===== config.mk =====
export PLATFORM = sky130hd
export DESIGN_NAME = forwarding_hazard_controller
export DESIGN_NICKNAME = d
export VERILOG_FILES = /design/src/rtl/forwarding_hazard_controller_pkg.sv /design/src/rtl/forwarding_hazard_controller_hazard_stage_tracker.sv /design/src/rtl/forwarding_hazard_controller.sv
export SDC_FILE = /design/constraint.sdc
export NUM_CORES = 1
export LEC_CHECK = 0
export CAP_MARGIN = 20
export CORE_MARGIN = 1
export CORE_UTILIZATION = 49
export CTS_BUF_LIST = sky130_fd_sc_hd__clkbuf_4
export CTS_CLUSTER_SIZE = 28
export DETAILED_ROUTE_END_ITERATION = 7
export PLACE_DENSITY = 0.82
export SYNTH_ARGS = -nofsm -noshare
export SYNTH_HDL_FRONTEND = slang
export SYNTH_HIERARCHICAL = 1
export SYNTH_SLANG_ARGS = --single-unit
export TNS_END_PERCENT = 100

===== constraint.sdc =====
create_clock -name clk -period 2 [get_ports clk]
set_input_delay 0.4 -clock clk [delete_from_list [all_inputs] [get_ports clk]]
set_output_delay 0.4 -clock clk [all_outputs]
set_load 0.02 [all_outputs]

===== src/rtl/forwarding_hazard_controller_pkg.sv =====
// rtl/forwarding_hazard_controller_pkg.sv - shared selector codes, FSM states and stage-entry type
package forwarding_hazard_controller_pkg;

  localparam int PKG_REG_ADDR_W = 5;

  localparam logic [1:0] FWD_REGFILE = 2'b00;
  localparam logic [1:0] FWD_MEMWB   = 2'b01;
  localparam logic [1:0] FWD_EXMEM   = 2'b10;

  typedef enum logic {
    RUN   = 1'b0,
    STALL = 1'b1
  } hz_state_e;

  typedef struct packed {
    logic [PKG_REG_ADDR_W-1:0] dest;
    logic                      reg_write;
    logic                      mem_read;
  } stage_t;

  localparam stage_t STAGE_BUBBLE = '{dest: '0, reg_write: 1'b0, mem_read: 1'b0};

  // A stage can feed a source operand only if it writes a non-zero register equal to it.
  function automatic logic fwd_match(input stage_t e, input logic [PKG_REG_ADDR_W-1:0] src);
    return e.reg_write && (e.dest != '0) && (e.dest == src);
  endfunction

  // A load in EX blocks any consumer of its destination for one cycle.
  function automatic logic load_hit(input stage_t e, input logic [PKG_REG_ADDR_W-1:0] src);
    return e.mem_read && fwd_match(e, src);
  endfunction

endpackage


===== src/rtl/forwarding_hazard_controller_hazard_stage_tracker.sv =====
// rtl/forwarding_hazard_controller_hazard_stage_tracker.sv - EX/MEM destination shift register with bubble insertion
module hazard_stage_tracker
  import forwarding_hazard_controller_pkg::*;
(
  input  logic   clk,
  input  logic   reset,
  input  logic   enable_i,
  input  logic   load_i,
  input  stage_t id_entry_i,
  output stage_t ex_o,
  output stage_t mem_o,
  output logic   bubble_o
);

  stage_t ex_q, ex_d;
  stage_t mem_q;
  logic   bubble_q;

  // Choose between the decoded instruction and a NOP for the EX slot.
  always_comb begin
    ex_d = STAGE_BUBBLE;
    if (load_i) begin
      ex_d = id_entry_i;
    end
  end

  // Advance EX -> MEM and refill EX on every enabled edge.
  always_ff @(posedge clk) begin
    if (reset) begin
      ex_q     <= STAGE_BUBBLE;
      mem_q    <= STAGE_BUBBLE;
      bubble_q <= 1'b0;
    end else if (enable_i) begin
      mem_q    <= ex_q;
      ex_q     <= ex_d;
      bubble_q <= ~load_i;
    end
  end

  assign ex_o     = ex_q;
  assign mem_o    = mem_q;
  assign bubble_o = bubble_q;

endmodule


===== src/rtl/forwarding_hazard_controller.sv =====
// rtl/forwarding_hazard_controller.sv - EX-stage forwarding selectors and load-use stall control; optional HAZARD_COUNTERS_EN adds counters
module forwarding_hazard_controller
  import forwarding_hazard_controller_pkg::*;
#(
  parameter int REG_ADDR_W = 5,
  parameter int SEL_W      = 2
) (
  input  logic                  clk,
  input  logic                  reset,
  input  logic                  PipeEnable,
  input  logic                  Flush,
  input  logic                  ID_Valid,
  input  logic [REG_ADDR_W-1:0] ID_Rs,
  input  logic [REG_ADDR_W-1:0] ID_Rt,
  input  logic [REG_ADDR_W-1:0] ID_WriteReg,
  input  logic                  ID_RegWrite,
  input  logic                  ID_MemRead,
  output logic [SEL_W-1:0]      ForwardA,
  output logic [SEL_W-1:0]      ForwardB,
  output logic                  Stall,
  output logic                  PC_Write,
  output logic                  IFID_Write,
`ifdef HAZARD_COUNTERS_EN
  output logic [15:0]           StallCount,
  output logic [15:0]           ForwardCount,
`endif
  output logic                  Bubble
);

  hz_state_e        state_q;
  stage_t           ex_entry, mem_entry, id_entry;
  logic             load_ex;
  logic [SEL_W-1:0] fwd_a_q, fwd_a_d;
  logic [SEL_W-1:0] fwd_b_q, fwd_b_d;

  assign id_entry = '{dest: ID_WriteReg, reg_write: ID_RegWrite, mem_read: ID_MemRead};

  // Load-use hazard is only raised from RUN; a flush kills the consumer so no stall is needed.
  always_comb begin
    Stall = 1'b0;
    if ((state_q == RUN) && ID_Valid && !Flush &&
        (load_hit(ex_entry, ID_Rs) || load_hit(ex_entry, ID_Rt))) begin
      Stall = 1'b1;
    end
  end

  assign load_ex = ID_Valid & ~Flush & ~Stall;

  hazard_stage_tracker u_tracker (
    .clk        (clk),
    .reset      (reset),
    .enable_i   (PipeEnable),
    .load_i     (load_ex),
    .id_entry_i (id_entry),
    .ex_o       (ex_entry),
    .mem_o      (mem_entry),
    .bubble_o   (Bubble)
  );

  // Selectors look at today's EX/MEM, which become EX/MEM and MEM/WB when the instruction reaches EX.
  always_comb begin
    fwd_a_d = FWD_REGFILE;
    fwd_b_d = FWD_REGFILE;
    if (fwd_match(ex_entry, ID_Rs))       fwd_a_d = FWD_EXMEM;
    else if (fwd_match(mem_entry, ID_Rs)) fwd_a_d = FWD_MEMWB;
    if (fwd_match(ex_entry, ID_Rt))       fwd_b_d = FWD_EXMEM;
    else if (fwd_match(mem_entry, ID_Rt)) fwd_b_d = FWD_MEMWB;
  end

  // Stall FSM and registered selectors; STALL lasts exactly one enabled cycle.
  always_ff @(posedge clk) begin
    if (reset) begin
      state_q <= RUN;
      fwd_a_q <= FWD_REGFILE;
      fwd_b_q <= FWD_REGFILE;
    end else if (PipeEnable) begin
      fwd_a_q <= fwd_a_d;
      fwd_b_q <= fwd_b_d;
      case (state_q)
        RUN:     state_q <= Stall ? STALL : RUN;
        STALL:   state_q <= RUN;
        default: state_q <= RUN;
      endcase
    end
  end

  assign ForwardA   = fwd_a_q;
  assign ForwardB   = fwd_b_q;
  assign PC_Write   = ~Stall;
  assign IFID_Write = ~Stall;

`ifdef HAZARD_COUNTERS_EN
  logic [15:0] stall_cnt_q, fwd_cnt_q;

  // Saturating event counters, counting only on enabled cycles.
  always_ff @(posedge clk) begin
    if (reset) begin
      stall_cnt_q <= '0;
      fwd_cnt_q   <= '0;
    end else if (PipeEnable) begin
      if (Stall && (stall_cnt_q != 16'hFFFF)) stall_cnt_q <= stall_cnt_q + 16'd1;
      if (((fwd_a_d != FWD_REGFILE) || (fwd_b_d != FWD_REGFILE)) && (fwd_cnt_q != 16'hFFFF))
        fwd_cnt_q <= fwd_cnt_q + 16'd1;
    end
  end

  assign StallCount   = stall_cnt_q;
  assign ForwardCount = fwd_cnt_q;
`endif

endmodule

Yosys cells after proc, flatten, opt, wreduce, memory -nomap -nowiden
Index checks and enable logic that the tools add are counted.
Storage, ports and cells
  register bits after elaboration: 19
  bits of input ports: 22
  output and inout port bits: 8
  word-level logic and storage cells: 42
Cells by class
  equality and inequality tests: 4
  multiplexer cells: 8
  bitwise logic cells: 6
  reductions and logical operators: 15
Operator list (number)
  5-bit equality test: 4
  1-bit logical AND: 11
  5-bit nonzero test: 2
  7-bit 2-to-1 mux: 1
  1-bit 2-to-1 mux: 4
  2-bit 2-to-1 mux: 2
  1-bit inverter: 4
  1-bit AND: 2
  1-bit case mux with 2 select lines: 1
  1-bit zero test: 1
  1-bit logical OR: 1

Depth between registers and ports, before layout
Gate-level depths: netlist of the first run.
  depth in word-level cells: 10
  gate-level depth with buffers: 8

Modules after synthesis
The synthesis of the first run kept the hierarchy.
By module, submodules not included
  hazard_stage_tracker: instances 1, cells each 56, area an instance 561.8 um2, seq. area each 300.3 um2
  forwarding_hazard_controller: instances 1, cells each 59, area an instance 503.0 um2, seq. area each 100.1 um2

Worst setup path after synthesis of the first run
Ideal clock, no wire load.
  path type: register to output
  from: register u_tracker.ex_q, in the netlist u_tracker/ex_o[3]
  to: output PC_Write
  arrival: 2002 ps
  data required time: 1600 ps
  setup slack: -402 ps
  stages on the path, launching flop included: 7
  cells stage by stage: dfxtp_1 or4_4 o21ai_4 nor4_1 a21boi_0 inv_1 buf_4
Between the ends
  cells in the longest elaborated chain, start to end: 8
  elaborated cells on any way between the ends: 12
Ends and longest elaborated chain
  start: declaration: RTL line forwarding_hazard_controller_hazard_stage_tracker.sv:15  | stage_t ex_q, ex_d;
  start signal: assignment: RTL line forwarding_hazard_controller_hazard_stage_tracker.sv:30  | ex_q <= STAGE_BUBBLE;
  start signal: assignment: RTL line forwarding_hazard_controller_hazard_stage_tracker.sv:35  | ex_q <= ex_d;
  5-bit nonzero test: RTL line forwarding_hazard_controller_pkg.sv:25  | return e.reg_write && (e.dest != '0) && (e.dest == src);
  1-bit logical AND (2 in series): RTL line forwarding_hazard_controller_pkg.sv:25
  1-bit logical AND: RTL line forwarding_hazard_controller_pkg.sv:30  | return e.mem_read && fwd_match(e, src);
  1-bit logical OR (*): RTL line forwarding_hazard_controller.sv:42  | (load_hit(ex_entry, ID_Rs) || load_hit(ex_entry, ID_Rt))) begin
  1-bit logical AND (*): RTL line forwarding_hazard_controller.sv:41  | if ((state_q == RUN) && ID_Valid && !Flush &&
  1-bit 2-to-1 mux (*): RTL line forwarding_hazard_controller.sv:41
  via Stall: RTL line forwarding_hazard_controller.sv:20  | output logic Stall,
  1-bit inverter (*)
  end: declaration: RTL line forwarding_hazard_controller.sv:21  | output logic PC_Write,
The timed path passes the listed nets; every way through them passes the cells marked *.

Final worst setup path of the first run
  from: register u_tracker.ex_q, in the netlist u_tracker/ex_o[3]
  to: output PC_Write
Between the ends
  cells in the longest elaborated chain, start to end: 8
  elaborated cells on any way between the ends: 12
Ends and longest elaborated chain
  5-bit nonzero test: RTL line forwarding_hazard_controller_pkg.sv:25
  1-bit logical AND (2 in series): RTL line forwarding_hazard_controller_pkg.sv:25
  1-bit logical AND: RTL line forwarding_hazard_controller_pkg.sv:30
  1-bit logical OR (*): RTL line forwarding_hazard_controller.sv:42
  1-bit logical AND (*): RTL line forwarding_hazard_controller.sv:41
  1-bit 2-to-1 mux (*): RTL line forwarding_hazard_controller.sv:41
  1-bit inverter (*): RTL line forwarding_hazard_controller.sv:89  | assign PC_Write = ~Stall;
Every way passes the cells marked *; elsewhere a longest branch is shown, timed or not.

==> flow_metrics.py, run 1 <==
metrics = {
    "status": {
        "status": "finished with violations",
        "violations": "setup timing",
    },
    "floorplanning": {
        "rows": 16,
        "die_y_um": 47.9,
        "num_io_pins": 30,
        "core_area_um2": 1960,
        "dieWidth_um": 47.9,
        "initial_core_util": 0.526,
        "dieArea_um2": 2290,
    },
    "timing": {
        "worst_pin_slew_ps": 323,
        "fin_crit_sh": 1.08,
        "skew_ps": 4.56,
        "setup_viol": 9,
        "rsz0062_at_grt": "true",
        "final_hold_viol_count": 0,
        "maxSlewHeadroom": 0.785,
        "timing.final.crit_period_ps": 2170,
        "slew_viol_final": 0,
        "worst_slack_ps": -170,
        "max_freq_mhz": 461,
        "finalSetupTns_ps": -857,
    },
    "setup_path": {
        "worst_setup_path_end_kind": "output pin",
        "critPathKind": "reg2out",
        "setup.worst_path.start": "u_tracker/ex_o[3]",
        "start_kind": "flop",
        "critPathRequiredTime_ps": 1600,
        "r2r_start": "u_tracker/ex_o[4]",
        "path_max_fanout": 3,
        "crit_arrival_ps": 1770,
    },
    "drt": {
        "routed_wl_um": 3860,
        "drc": 0,
        "vias": 1129,
        "routedWlPerCell_um": 19.2,
        "first_pass_iters": 4,
        "post_drt_via_cell_ratio": 5.62,
        "antenna_left": 0,
        "drt_iter0_drc": 26,
    },
    "cts": {
        "cts_max_level": 1,
        "cts_made_buffers": 3,
        "cts_buffer_depth": 2,
        "tritoncts": "built",
        "clk_pin_slew_ps": 120,
        "clock_sinks": 19,
        "cts-root-buf": "clkbuf_4",
        "clk_latency_ps": 310,
    },
    "cells_and_area": {
        "nNetsFinal": 197,
        "fill_cells": 82,
        "area_delta_synth_final_pct": 68.1,
        "n_antenna_cell": 0,
        "drive_above_1_share": 0.420,
    },
    "synth": {
        "synth_fp_nets": 134,
        "syn_area_per_cell_um2": 9.21,
        "ys_warn_count": 6,
        "netlist_instances": 112,
        "synth_area_um2": 1030,
    },
    "global_route": {
        "grtUsageTotal": 0.298,
        "grt_pass1_vias": 951,
        "grt_max_degree": 28,
        "grt_pass1_wl_um": 4510,
        "gr-total-overflow": 0,
        "antenna_found_initial": 0,
    },
    "power_and_ir_drop": {
        "power.leakage_nw": 0.692,
        "peakVddDrop_mv": 0.500,
        "power.density_nw_per_um2": 448,
    },
    "placed_design": {
        "place_congestion": 0.789,
        "hpwl_um": 1970,
        "place_ws_ps": -683,
        "port_buffers": 29,
    },
    "run": {
        "maxCapViolCount": 0,
    },
    "min_path": {
        "hold_path.startpoint": "ForwardB[0]",
        "hold_path.class": "reg2reg",
    },
}
timing repair:
item | CTS | global route
resized for setup | 31 | 22
setup buffers | 13 | 2
hold buffers | 0 | 0
pin swaps | 6 | 15
endpoints found under the setup margin | 11 | 13
flip-flops by register name, summed over array words and instances (netlist names):
register	cells
u_tracker/bubble_o	1
ForwardA	2
u_tracker/mem_o	6
ForwardB	2
state_q	1
u_tracker/ex_o	7
placed cells by master (no fill, tap or decap), types with 2 or more instances in the layout:
cell type and count:
inv_1 2, nor2_4 3, nor2_1 9, o32ai_2 2, nand2b_1 10, o41ai_2 2
a21oi_1 3, mux2i_1 6, clkdlybuf4s50_1 20, nand2_1 4, xnor2_1 9, nor3_2 2
nand3_1 2, dlygate4sd2_1 6, dfxtp_2 4, xor2_1 9, buf_4 33, buf_6 3
clkbuf_4 3, nand3_2 7, nor3b_1 2, a21oi_2 4, nand4_1 2, dfxtp_1 15
critical path, stage by stage (launching register included):
cell and delay [ps]:
dfxtp_1 330, or4_4 550, o21ai_4 180, nor4_4 60, a21boi_4 150, inv_2 60
buf_4 130
final timing paths:
path | endpoint | slack [ps] | cells past startpoint
max | PC_Write | -170 | 6
max reg2reg | ForwardA[1] | -140 | 11
min | ForwardB[0] | 500 | 2
min reg2reg | ForwardB[0] | 500 | 2
area by class of cell:
| type | count | area (um2) | area share |
|---|---|---|---|
| multi-input combinational | 85 | 736 | 0.425 |
| timing repair buffer | 63 | 539 | 0.311 |
| sequential | 19 | 385 | 0.222 |
| tap | 27 | 33.8 | 0.0195 |
| clock buffer | 3 | 22.5 | 0.0130 |
| inverter | 3 | 11.3 | 0.00650 |
| clock inverter | 1 | 5.00 | 0.00289 |
metrics by stage:
step / power [mW] / hold slack (ps) / cells / cell area [um2] / utilization
finish: 0.776 / 497 / 201 / 1730 / 0.883
global route: 0.812 / 518 / 201 / 1730 / 0.883
CTS: 0.752 / 486 / 202 / 1640 / 0.835
detailed placement: 0.545 / 453 / 185 / 1480 / 0.755
global placement: 0.539 / 442 / 185 / 1480 / 0.755
floorplan: 0.460 / 439 / 112 / 1030 / -
where the power goes:
| group | internal (mW) | switching (mW) | leakage, nW |
|---|---|---|---|
| combinational | 0.0939 | 0.0829 | 0.519 |
| clock | 0.0748 | 0.133 | 0.0177 |
| sequential | 0.385 | 0.00642 | 0.156 |
routing by layer:
metal	vias to the layer above	routed length, um	GRT usage
met5	-	0	0
met4	0	121	0.200
met3	14	276	0.0642
met2	62	2010	0.476
met1	542	1440	0.358
li1	511	-	-
No activity file was read; power rests on OpenSTA's default activity.
==> run 2: changes to the inputs <==
--- a/config.mk
+++ b/config.mk
@@ -6,12 +6,14 @@
 export NUM_CORES = 1
 export LEC_CHECK = 0
 export CAP_MARGIN = 20
+export CELL_PAD_IN_SITES_DETAIL_PLACEMENT = 0
+export CELL_PAD_IN_SITES_GLOBAL_PLACEMENT = 1
 export CORE_MARGIN = 1
-export CORE_UTILIZATION = 49
+export CORE_UTILIZATION = 36
 export CTS_BUF_LIST = sky130_fd_sc_hd__clkbuf_4
 export CTS_CLUSTER_SIZE = 28
 export DETAILED_ROUTE_END_ITERATION = 7
-export PLACE_DENSITY = 0.82
+export PLACE_DENSITY_LB_ADDON = 0.1
 export SYNTH_ARGS = -nofsm -noshare
 export SYNTH_HDL_FRONTEND = slang
 export SYNTH_HIERARCHICAL = 1
==> run 2 against run 1 <==
  * The flow still finishes with violations (setup timing)
  * Sequential share of layout area increased by 2.2 points
  * Clock skew grew 0.62 ps
  * Utilization is 31 points lower
  * Final cell count is 3.0% lower
  * Design area fell by 9.5%
  * Sequential cell count is the same
  * Global-route usage fell by 14 points
  * Non-clock buffer count down 10
  * Clock power down 7%
  * Worst hold slack lost 23 ps
  * Power shrank 6.1%
  * Maximum frequency is 2.1% higher
  * Highest routed layer unchanged
  * Largest power group unchanged
==> flow_metrics.py, run 2 (synthesized netlist as in run 1, its figures left out) <==
metrics = {
    "status": {
        "status": "finished with violations",
        "violations": "setup timing",
    },
    "drt": {
        "first_pass_iters": 4,
        "routedWlPerCell_um": 13.1,
        "routed_wl_um": 2550,
        "vias": 956,
        "drt_iter0_drc": 17,
        "antenna_left": 0,
        "drc": 0,
        "post_drt_via_cell_ratio": 4.90,
    },
    "setup_path": {
        "critPathRequiredTime_ps": 1600,
        "r2r_start": "u_tracker/ex_o[3]",
        "start_kind": "flop",
        "cp.buffers_inverters": 2,
        "crit_arrival_ps": 1730,
        "critical_path.top_delay_family": "simple AND/OR/NAND/NOR gates",
        "slowest_stage": "or4_4",
        "worst_setup_path_end_kind": "output pin",
        "crit_chain": "or4_4 -> o21ai_4 -> nor4_2 -> a21boi_4 -> inv_2 -> buf_4",
        "max_stage_delay_ps": 540,
        "path_max_fanout": 3,
        "setup.worst_path.start": "u_tracker/ex_o[3]",
        "critPathKind": "reg2out",
    },
    "timing": {
        "setup_viol": 10,
        "final_hold_viol_count": 0,
        "worst_slack_ps": -126,
        "rsz0062_at_grt": "true",
        "hold_slack_ps": 474,
        "slew_viol_final": 0,
        "finalSetupTns_ps": -620,
        "skew_ps": 5.19,
        "fin_crit_sh": 1.06,
        "timing.final.crit_period_ps": 2130,
        "max_freq_mhz": 470,
        "worst_pin_slew_ps": 542,
        "maxSlewHeadroom": 0.637,
    },
    "power_and_ir_drop": {
        "power.density_nw_per_um2": 465,
        "peakVddDrop_mv": 0.455,
        "seqPwrFrac": 0.535,
        "power.leakage_nw": 0.648,
        "p_clk_frac": 0.266,
        "intPower_mw": 0.544,
        "switchingPower_mw": 0.185,
        "switching_share": 0.254,
        "p_comb_frac": 0.199,
    },
    "floorplanning": {
        "dieArea_um2": 3080,
        "die_y_um": 55.5,
        "initial_core_util": 0.377,
        "num_io_pins": 30,
        "dieWidth_um": 55.5,
        "core_area_um2": 2730,
        "rows": 19,
    },
    "cts": {
        "tritoncts": "built",
        "clk_latency_ps": 300,
        "cts-root-buf": "clkbuf_4",
        "clk_pin_slew_ps": 110,
        "clock_sinks": 19,
        "cts_buffer_depth": 2,
        "ctsHoldBuffers": 0,
        "cts_made_buffers": 3,
        "cts_max_level": 1,
    },
    "global_route": {
        "gr-total-overflow": 0,
        "antenna_found_initial": 0,
        "grtUsageTotal": 0.162,
        "grt_pass1_wl_um": 3900,
        "grt_pass1_vias": 903,
        "grt_max_degree": 28,
    },
    "run": {
        "maxCapViolCount": 0,
    },
    "cells_and_area": {
        "layout_commonest_cell": "buf_4",
        "final_area_um2": 1570,
        "final_cell_mix": "24 x buf_4, 21 x clkdlybuf4s50_1, 16 x dfxtp_1",
        "n_antenna_cell": 0,
        "area_delta_synth_final_pct": 52.2,
        "nNetsFinal": 187,
        "drive_above_1_share": 0.274,
        "largest_register_ffs": 7,
    },
    "placed_design": {
        "place_ws_ps": -616,
        "place_congestion": 0.882,
        "port_buffers": 29,
        "place_area_um2": 1490,
        "hpwl_um": 1880,
    },
    "min_path": {
        "hold_path.class": "reg2reg",
        "hold_path.startpoint": "ForwardB[0]",
    },
}
[run 2: path summary, 6_finish.rpt]
kind / end / depth (start not counted) / slack [ps]
worst min register to register: ForwardB[0] / 2 / 470
worst max register to register: u_tracker/ex_o[4] / 7 / -60
worst max-delay path: IFID_Write / 6 / -130
worst min-delay path: ForwardB[0] / 2 / 470
[run 2: power groups by stage]
stage	clock (mW)	combinational (mW)	sequential (mW)
2_1_floorplan	0	0.0591	0.401
3_3_place_gp	0	0.142	0.398
3_5_place_dp	0	0.144	0.398
4_1_cts	0.203	0.142	0.389
5_1_grt	0.219	0.156	0.391
6_report	0.194	0.145	0.390
[run 2: area by class of cell]
class	count	area [um2]
repair buffers	53	475
clock buffers	3	22.5
fillers	255	1160
well taps	31	38.8
clock inverters	1	5.00
inverters	3	11.3
flip-flops and latches	19	384
multi-input cells	85	632
[run 2: layer usage]
layer,global-route usage,wire (um),vias up
met3,0.0539,95,2
li1,-,-,488
met4,0.0321,19,0
met5,0,0,-
met1,0.191,1150,447
met2,0.287,1280,19
[run 2: through the flow]
step	cells	power (mW)	util
after global placement	189	0.540	0.544
after floorplan	112	0.460	-
final	195	0.729	0.574
after CTS	194	0.735	0.554
after global routing	195	0.766	0.574
after detailed placement	189	0.542	0.544
[run 2: worst register-to-register path: stages, from the launching register on]
cell      delay [ps]
dfxtp_2          340
or4_4            540
o21ai_4          160
nor4_2            60
a21boi_4         150
nor2_1           430
nand3_1          160
a21oi_1          170
[run 2: what timing repair did]
action / in CTS / in global routing
endpoints found under the setup margin: 10 / 11
buffers inserted: 1 / 1
cloned: 0 / 0
gates resized for setup: 18 / 13
pin swaps: 4 / 4
